==> src/rtl/cpu_pkg.sv <==
// Shared types and constants for the ALU writeback stage: flag bit positions
// and the writeback FIFO entry layout.
package cpu_pkg;

  localparam int AW   = 4;
  localparam int DW   = 32;
  localparam int NREG = 2 ** AW;

  localparam int FLAG_Z = 0;
  localparam int FLAG_C = 1;
  localparam int FLAG_N = 2;

  typedef struct packed {
    logic [AW-1:0] rd;
    logic [DW-1:0] data;
  } wb_entry_t;

endpackage

==> src/rtl/alu_writeback_if.sv <==
// ALU-result input handshake and RF write port of the writeback stage.
// The master side is the ALU/RF environment; the slave side is the stage itself.
interface alu_writeback_if;
  import cpu_pkg::*;

  logic          in_valid;
  logic          in_ready;
  logic [DW-1:0] in_result;
  logic          in_z;
  logic          in_c;
  logic          in_n;
  logic [AW-1:0] in_rd;
  logic          in_wr_en;
  logic          in_flags_en;

  logic          rf_wr_en;
  logic [AW-1:0] rf_wr_addr;
  logic [DW-1:0] rf_wr_data;
  logic          rf_ready;

  modport master (
    output in_valid, in_result, in_z, in_c, in_n, in_rd, in_wr_en, in_flags_en,
    input  in_ready,
    input  rf_wr_en, rf_wr_addr, rf_wr_data,
    output rf_ready
  );

  modport slave (
    input  in_valid, in_result, in_z, in_c, in_n, in_rd, in_wr_en, in_flags_en,
    output in_ready,
    output rf_wr_en, rf_wr_addr, rf_wr_data,
    input  rf_ready
  );

endinterface

==> src/rtl/wb_fifo.sv <==
// Writeback FIFO: in-order storage of pending register writes, with a
// per-entry valid bit so the pending-destination mask is derived from state.
module wb_fifo
  import cpu_pkg::*;
#(
  parameter int DEPTH = 2
) (
  input  logic            clk,
  input  logic            rst_n,
  input  logic            push_i,
  input  wb_entry_t       entry_i,
  input  logic            pop_i,
  output wb_entry_t       head_o,
  output logic            full_o,
  output logic            empty_o,
  output logic [NREG-1:0] pend_mask_o
);

  localparam int PW = (DEPTH > 1) ? $clog2(DEPTH) : 1;
  localparam int CW = $clog2(DEPTH + 1);

  wb_entry_t        mem_q [DEPTH];
  logic [PW-1:0]    wr_ptr_q, wr_ptr_d;
  logic [PW-1:0]    rd_ptr_q, rd_ptr_d;
  logic [CW-1:0]    count_q, count_d;
  logic [DEPTH-1:0] vld_q, vld_d;
  logic             do_push, do_pop;

  assign full_o  = (count_q == CW'(DEPTH));
  assign empty_o = (count_q == '0);
  assign do_push = push_i & ~full_o;
  assign do_pop  = pop_i & ~empty_o;
  assign head_o  = mem_q[rd_ptr_q];

  // Power-of-two depth lets the pointers wrap by plain overflow.
  always_comb begin
    wr_ptr_d = wr_ptr_q;
    rd_ptr_d = rd_ptr_q;
    count_d  = count_q;
    vld_d    = vld_q;
    if (do_push) begin
      wr_ptr_d        = wr_ptr_q + PW'(1);
      vld_d[wr_ptr_q] = 1'b1;
    end
    if (do_pop) begin
      rd_ptr_d        = rd_ptr_q + PW'(1);
      vld_d[rd_ptr_q] = 1'b0;
    end
    case ({do_push, do_pop})
      2'b10:   count_d = count_q + CW'(1);
      2'b01:   count_d = count_q - CW'(1);
      default: count_d = count_q;
    endcase
  end

  always_ff @(posedge clk or negedge rst_n) begin
    if (!rst_n) begin
      wr_ptr_q <= '0;
      rd_ptr_q <= '0;
      count_q  <= '0;
      vld_q    <= '0;
      for (int i = 0; i < DEPTH; i++) mem_q[i] <= '0;
    end else begin
      wr_ptr_q <= wr_ptr_d;
      rd_ptr_q <= rd_ptr_d;
      count_q  <= count_d;
      vld_q    <= vld_d;
      if (do_push) mem_q[wr_ptr_q] <= entry_i;
    end
  end

  // Duplicate destinations simply OR together, so a bit stays set until the last one retires.
  always_comb begin
    pend_mask_o = '0;
    for (int i = 0; i < DEPTH; i++) begin
      if (vld_q[i]) pend_mask_o[mem_q[i].rd] = 1'b1;
    end
  end

endmodule

==> src/rtl/alu_writeback.sv <==
// ALU writeback stage: architectural Z/C/N register plus a queued,
// backpressured register-file write port with a RAW pending mask.
module alu_writeback
  import cpu_pkg::*;
#(
  parameter int DEPTH = 2
) (
  input  logic            clk,
  input  logic            rst_n,
  alu_writeback_if.slave  bus,
  input  logic            flag_ld,
  input  logic [2:0]      flag_ld_val,
  output logic            flag_z,
  output logic            flag_c,
  output logic            flag_n,
  output logic [NREG-1:0] pend_mask
);

  logic [2:0] flags_q, flags_d;
  logic       full, empty, accept, push, pop;
  wb_entry_t  new_entry, head;

  // in_ready comes only from registered occupancy, never from rf_ready.
  assign bus.in_ready = ~full;
  assign accept       = bus.in_valid & bus.in_ready;
  assign push         = accept & bus.in_wr_en;
  assign pop          = bus.rf_wr_en & bus.rf_ready;

  assign new_entry.rd   = bus.in_rd;
  assign new_entry.data = bus.in_result;

  wb_fifo #(.DEPTH(DEPTH)) u_fifo (
    .clk         (clk),
    .rst_n       (rst_n),
    .push_i      (push),
    .entry_i     (new_entry),
    .pop_i       (pop),
    .head_o      (head),
    .full_o      (full),
    .empty_o     (empty),
    .pend_mask_o (pend_mask)
  );

  assign bus.rf_wr_en   = ~empty;
  assign bus.rf_wr_addr = head.rd;
  assign bus.rf_wr_data = head.data;

  // Interrupt restore wins over a same-cycle ALU flag update.
  always_comb begin
    flags_d = flags_q;
    if (flag_ld) begin
      flags_d = flag_ld_val;
    end else if (accept && bus.in_flags_en) begin
      flags_d[FLAG_Z] = bus.in_z;
      flags_d[FLAG_C] = bus.in_c;
      flags_d[FLAG_N] = bus.in_n;
    end
  end

  always_ff @(posedge clk or negedge rst_n) begin
    if (!rst_n) flags_q <= '0;
    else        flags_q <= flags_d;
  end

  assign flag_z = flags_q[FLAG_Z];
  assign flag_c = flags_q[FLAG_C];
  assign flag_n = flags_q[FLAG_N];

endmodule

==> src/flat_wrapper.sv <==
// flat-port wrapper written by rule: the top's interface ports become plain ports
module alu_writeback_flat import cpu_pkg::*;
#(
  parameter int DEPTH = 2
)
  (clk, rst_n, flag_ld, flag_ld_val, flag_z, flag_c, flag_n, pend_mask, bus_in_valid, bus_in_result, bus_in_z, bus_in_c, bus_in_n, bus_in_rd, bus_in_wr_en, bus_in_flags_en, bus_in_ready, bus_rf_wr_en, bus_rf_wr_addr, bus_rf_wr_data, bus_rf_ready);
  alu_writeback_if bus_i ();
  input  logic clk;
  input  logic rst_n;
  input  logic flag_ld;
  input  logic [2:0] flag_ld_val;
  output logic flag_z;
  output logic flag_c;
  output logic flag_n;
  output logic [NREG-1:0] pend_mask;
  input wire logic [$bits(bus_i.in_valid)-1:0] bus_in_valid;
  input wire logic [$bits(bus_i.in_result)-1:0] bus_in_result;
  input wire logic [$bits(bus_i.in_z)-1:0] bus_in_z;
  input wire logic [$bits(bus_i.in_c)-1:0] bus_in_c;
  input wire logic [$bits(bus_i.in_n)-1:0] bus_in_n;
  input wire logic [$bits(bus_i.in_rd)-1:0] bus_in_rd;
  input wire logic [$bits(bus_i.in_wr_en)-1:0] bus_in_wr_en;
  input wire logic [$bits(bus_i.in_flags_en)-1:0] bus_in_flags_en;
  output wire logic [$bits(bus_i.in_ready)-1:0] bus_in_ready;
  output wire logic [$bits(bus_i.rf_wr_en)-1:0] bus_rf_wr_en;
  output wire logic [$bits(bus_i.rf_wr_addr)-1:0] bus_rf_wr_addr;
  output wire logic [$bits(bus_i.rf_wr_data)-1:0] bus_rf_wr_data;
  input wire logic [$bits(bus_i.rf_ready)-1:0] bus_rf_ready;
  assign bus_i.in_valid = bus_in_valid;
  assign bus_i.in_result = bus_in_result;
  assign bus_i.in_z = bus_in_z;
  assign bus_i.in_c = bus_in_c;
  assign bus_i.in_n = bus_in_n;
  assign bus_i.in_rd = bus_in_rd;
  assign bus_i.in_wr_en = bus_in_wr_en;
  assign bus_i.in_flags_en = bus_in_flags_en;
  assign bus_in_ready = bus_i.in_ready;
  assign bus_rf_wr_en = bus_i.rf_wr_en;
  assign bus_rf_wr_addr = bus_i.rf_wr_addr;
  assign bus_rf_wr_data = bus_i.rf_wr_data;
  assign bus_i.rf_ready = bus_rf_ready;
  alu_writeback #(.DEPTH(DEPTH)) u_core (.clk(clk), .rst_n(rst_n), .bus(bus_i), .flag_ld(flag_ld), .flag_ld_val(flag_ld_val), .flag_z(flag_z), .flag_c(flag_c), .flag_n(flag_n), .pend_mask(pend_mask));
endmodule
==> config.mk <==
export PLATFORM = sky130hd
export DESIGN_NAME = alu_writeback_flat
export DESIGN_NICKNAME = d
export VERILOG_FILES = /design/src/rtl/cpu_pkg.sv /design/src/rtl/alu_writeback_if.sv /design/src/rtl/wb_fifo.sv /design/src/rtl/alu_writeback.sv /design/src/flat_wrapper.sv
export SDC_FILE = /design/constraint.sdc
export NUM_CORES = 1
export LEC_CHECK = 0
export CAP_MARGIN = 20
export CELL_PAD_IN_SITES_DETAIL_PLACEMENT = 0
export CELL_PAD_IN_SITES_GLOBAL_PLACEMENT = 1
export CORE_MARGIN = 4
export CORE_UTILIZATION = 30
export DETAILED_ROUTE_END_ITERATION = 10
export PLACE_DENSITY_LB_ADDON = 0.08
export SYNTH_ARGS = -nofsm -noshare
export SYNTH_HDL_FRONTEND = slang
export SYNTH_SLANG_ARGS = --single-unit
==> constraint.sdc <==
create_clock -name clk -period 2.3 [get_ports clk]
set_clock_uncertainty 0.2 [all_clocks]
set_input_delay 0.345 -clock clk [delete_from_list [all_inputs] [get_ports clk]]
set_output_delay 0.345 -clock clk [all_outputs]
set_load 0.05 [all_outputs]
## Word-level counts from Yosys, hierarchy flattened

Cells that the tools add are included.

- Flip-flop bits (word level): 81
- Input bits: 49
- Output and inout port bits: 57
- Word-level logic and storage cells: 70

- $add $sub $neg: 4
- Magnitude comparators: 11
- Equal/unequal tests: 3
- Muxes and demuxes: 21
- Bitwise operators: 13
- Reduce and logical (&&, ||, !) cells: 9

Operator list:

| operator | count |
|---|---|
| 36-bit two-way mux | 4 |
| 72-bit bitwise mux | 1 |
| 36-bit demux with 1-bit select | 1 |
| 16-bit two-way mux | 2 |
| 16-bit OR | 1 |
| 4-bit by 5-bit less-than comparator with 1-bit output, second input constant | 2 |
| 1-bit demux with 4-bit select | 2 |
| 4-bit by 1-bit >= comparator with 1-bit output, second input constant | 2 |
| 1-bit logical AND | 6 |
| 3-bit two-way mux | 2 |
| 1-bit AND | 5 |
| 2-bit == test, second input constant | 2 |
| 2-bit >= comparator, second input constant | 2 |
| 1-bit by 2-bit less-than comparator with 1-bit output, second input constant | 2 |
| 1-bit two-way mux | 4 |
| 2-bit two-way mux | 2 |
| 1-bit NOT with 2-bit output | 2 |
| 2-bit one-hot mux with 2 select lines | 1 |
| 2-bit nonzero test | 2 |
| 1-bit adder, second input constant | 2 |
| 2-bit by 1-bit adder with 2-bit output, second input constant | 1 |
| 2-bit AND | 1 |
| 1-bit demux with 1-bit select | 2 |
| 2-bit by 1-bit == test with 1-bit output, second input constant | 1 |
| 7 further kinds | 9 |

## Depth between registers and ports, before layout

- Depth after elaboration: 8
- Depth in mapped cells: 7
- Gate-level depth less buffers: 7

## Cells and area by module

A second synthesis with hierarchy kept.

- Cells, all modules: 270
- Area, all modules: 3956.3 um2

Modules (own cells, without submodules):

| module | times used | cells each | area each (um2) | seq. area each (um2) |
|---|---|---|---|---|
| wb_fifo | 1 | 256 | 3787.4 | 1951.9 |
| alu_writeback | 1 | 14 | 168.9 | 75.1 |

## Worst setup path before layout

Ideal clock, no wire load.

- Path type: register to output
- Start: register u_core.u_fifo.mem_q[70] (netlist bit)
- End: output pend_mask[1]
- Arrival time: 1701 ps
- Required time: 1755 ps
- Setup slack: 54 ps
- Stages on the path, launching flop included: 3
- Buffers on the path: 0
- Cell sequence: dfrtp_1 -> or3b_2 -> o22ai_1

- Cells in the longest elaborated chain, start to end: 7

Ends and longest elaborated chain:

| item | RTL line | RTL |
|---|---|---|
| start: declaration | wb_fifo.sv:22 | `wb_entry_t mem_q [DEPTH];` |
| start signal: indexed assignment | wb_fifo.sv:68 | `if (do_push) mem_q[wr_ptr_q] <= entry_i;` |
| 4-bit by 5-bit less-than comparator with 1-bit output (implied by the code) or 4-bit by 1-bit >= comparator with 1-bit output (tied branches) | wb_fifo.sv:76 | `if (vld_q[i]) pend_mask_o[mem_q[i].rd] = 1'b1;` |
| 1-bit logical AND (implied by the code) | wb_fifo.sv:76 |  |
| 1-bit two-way mux (implied by the code) | wb_fifo.sv:76 |  |
| 1-bit demux with 4-bit select * | wb_fifo.sv:76 |  |
| 16-bit two-way mux * | wb_fifo.sv:76 |  |
| 16-bit OR (no source line) | -- |  |
| 16-bit two-way mux * | wb_fifo.sv:76 |  |
| end: declaration | flat_wrapper.sv:15 | `output logic [NREG-1:0] pend_mask;` |

Every way passes the cells marked *; elsewhere a longest branch is shown, timed or not.

## Final worst setup path

Same ends and word-level chain as after synthesis.

==> results.txt <==
The critical path arrival is 1.65 ns. The tightest min-delay check is of the in2async type. Synthesis inferred 81 register bits. The count of mapped cells out of synthesis is between 200 and 300.

When the netlist entered floorplanning its net count stood at 306. The total global routing track utilization is 0.127. STA classifies the critical path endpoint as an output port. The tree built by TritonCTS fans out to just over 80 sinks. The cell type contributing the most total cell area after synthesis is dfrtp_1.

The count of antenna-violating nets left after detailed routing is 0. For this design, the slowest cell found on the critical path is or3b_4. For the pin with the worst max-slew slack, the measured transition is 0.502 ns. The clock latency at the later pin of the worst-skew pair came out at around 0.34 ns. In the synthesized netlist, the cells that appear most often are dfrtp_1, mux2_4, mux2_2, o22ai_1. Yosys attributes the largest share of cell area to dfrtp_1, mux2_4, mux2_2. The tool flagged a number of max-cap violations equal to 0. By instance count, the leading cell after synthesis is dfrtp_1. The total chip power is 9.56 mW.

STA classifies the critical path startpoint as a flop. The final worst-path setup slack is 0.102 ns. After synthesis, the share of flip-flops with an asynchronous set or reset is 1.00. The count of standard-cell rows came out at 41.

In this run the critical register-to-register path is launched from u_core.u_fifo.count_q[0]. The first global-routing pass estimated approximately 15000 µm of wire. Subtracting the final worst setup slack from the clock period gives 2.20 ns. The fraction of final layout cells with drive strength greater than 1 is 0.535. The synthesized netlist occupies a cell area of 4000 µm². The I/O pin total is 106. The netlist uses 26 different library cells. The total negative slack for setup checks came out at 0 ns.

The utilization of the core after routing came out at 0.429. The post-layout net count came out at 421. The number of I/O port buffers came out at 105. The remaining routing DRC violations came out at 0. Power spread over the standard cell area amounts to approximately 1700 nW/µm². The repair_antennas step left the layout with diodes totalling 0. The maximum clock path buffer count is 2.

The critical path in this run is classified as reg2out. During synthesis, Yosys emitted a total of 0 warnings. The required time of the critical path came out at 1.75 ns. At the end of routability-driven placement, the weighted congestion stood at ~0.80. The number of H-tree levels is 3. The die footprint is 15200 µm². In the synthesized netlist the dominant register cell turns out to be dfrtp_1. The fraction of synthesized cell area taken by the top area cell type is 0.507. The worst supply voltage drop on vdd came out at 0.788 mV.

The post-synthesis average cell area is about 16 µm². Traced cell by cell, the critical path runs through or3b_4 > o22ai_1 > buf_12. The cell at the root of the clock tree is clkbuf_16.

The synthesized design contains 0 enable-type register cells. After global routing the overflow that remains totals 0. The via count of the routed design came out at about 2500.

The share of the cycle needed by the critical path after routing is 0.956. The number of antenna violations at the first check in global routing came out at 0. The vertical die dimension came out at 123 µm.

The final-report setup violation count came out at 0. The pin count of the biggest net entering global routing is 38. The initial utilization of the core area, before any placement, comes to 0.312. The total count of max-transition violations in the final report came out at 0. The number of setup buffers added after CTS is 0. The normalized max-slew margin is 0.664. The number of global-route vias before repair was 2719. The die is 123 µm wide.

The number of hold-slack violations in the final timing report is 0. The worst setup slack after placement is 0.164 ns. The post-synthesis sequential area ratio came out at 0.507. After detailed routing, the total wire length is between 9000 and 10000 µm. The post-detailed-placement cell area is 5200 µm². In this run the worst setup path begins at u_core.u_fifo.mem_q[70]. The number of detailed-routing iterations run before antenna repair came out at 4.

The delay of the slowest critical-path stage is roughly 0.46 ns. The maximum achievable frequency is 455 MHz. Clock-pin slew was measured on the worst setup and hold paths at 0.06 ns. The core footprint came out at 12800 µm². The post-route cell area is 5500 µm². The growth of design area from synthesis to finish came out at 37.6%. The maximum fanout count along the critical path is 6. The number of DRC markers in iteration 0 came out at 70.

In the final routed layout, each cell accounts on average for 16.8 µm. Counting the buffers created by CTS gives 9. The flow ran to the end, and the final reports show no timing, DRC or antenna violations. TritonCTS built the clock tree. The static power due to leakage is between 2 and 2.5 nW.

Setup repair after global routing left no endpoint under its margin. The average vias per placed instance is 4.61. The detailed placement HPWL came out at 6360 µm.
area by class of cell:
cell class / count / area, µm²
fill: 1211 / 7320
inverter: 2 / 7.51
multi-input combinational: 162 / 1870
clock buffer: 14 / 264
sequential: 81 / 2030
timing repair buffer: 115 / 1120
tap: 172 / 215
flip-flops by register name, summed over array words and instances (netlist names):
register	cells
u_core.flags_q	3
u_core.u_fifo.count_q	2
u_core.u_fifo.mem_q	72
u_core.u_fifo.rd_ptr_q	1
u_core.u_fifo.vld_q	2
u_core.u_fifo.wr_ptr_q	1
where the power goes:
part	internal (mW)	switching, mW
Sequential	2.14	0.454
Combinational	2.46	3.21
Clock	0.779	0.521
Total	5.38	4.18
worst max-delay path: cells and delay by family, from the launching register on:
| kind | cells | cell delay [ns] |
|---|---|---|
| AOI/OAI and AO/OA | 1 | 0.25 |
| buffers and inverters | 1 | 0.18 |
| DFF | 1 | 0.43 |
| and+or+nand+nor | 1 | 0.46 |
layout by cell type (no fill, tap or decap), drive strengths merged, types with 2 or more instances in the layout:
cell and count:
clkdlybuf4s50 50, xnor2 4, dfrtp 81, nand2b 5, nand3 3, nand3b 4, inv 2, nand2 3
clkbuf 14, buf 63, mux2 114, or2 3, o22ai 16
final timing paths:
kind | end | slack, ns | depth (start not counted)
worst max-delay path | pend_mask[1] | 0.10 | 3
min in group clk | u_core.u_fifo.mem_q[8] | 0.30 | 1
worst max register to register | u_core.u_fifo.count_q[1] | 0.45 | 6
worst min-delay path | u_core.u_fifo.mem_q[32] | 0.28 | 2
worst min register to register | u_core.u_fifo.mem_q[8] | 0.30 | 1
max in group asynchronous | u_core.u_fifo.mem_q[44] | 1.05 | 3
stage by stage:
step / instances / hold WS [ns]
5_1_grt: 546 / 0.309
6_report: 546 / 0.282
2_1_floorplan: 256 / -0.151
4_1_cts: 546 / 0.291
3_3_place_gp: 531 / 0.105
3_5_place_dp: 531 / 0.105
kinds of logic after synthesis:
kind of cell | synth area share
and+or+nand+nor | 0.0410
xor gates and xnor gates | 0.0109
adders and majority gates | 0.00313
muxes | 0.375
AOI/OAI and AO/OA | 0.0306
buffers and inverters | 0.0325
DFF | 0.507
layer usage:
metal,vias up,track usage,share of wire
met3,10,0.0439,0.059
met5,-,0,0
met4,0,0.0519,0.020
li1,1169,-,-
met1,1262,0.169,0.47
met2,75,0.188,0.45
what timing repair did:
action / 4_1_cts / 5_1_grt
setup endpoints to repair: 4 / 4
hold endpoints to repair: 28 / 0
hold buffers: 1 / 0
resized for setup: 1 / 5
No activity file was read; power rests on OpenSTA's default activity.
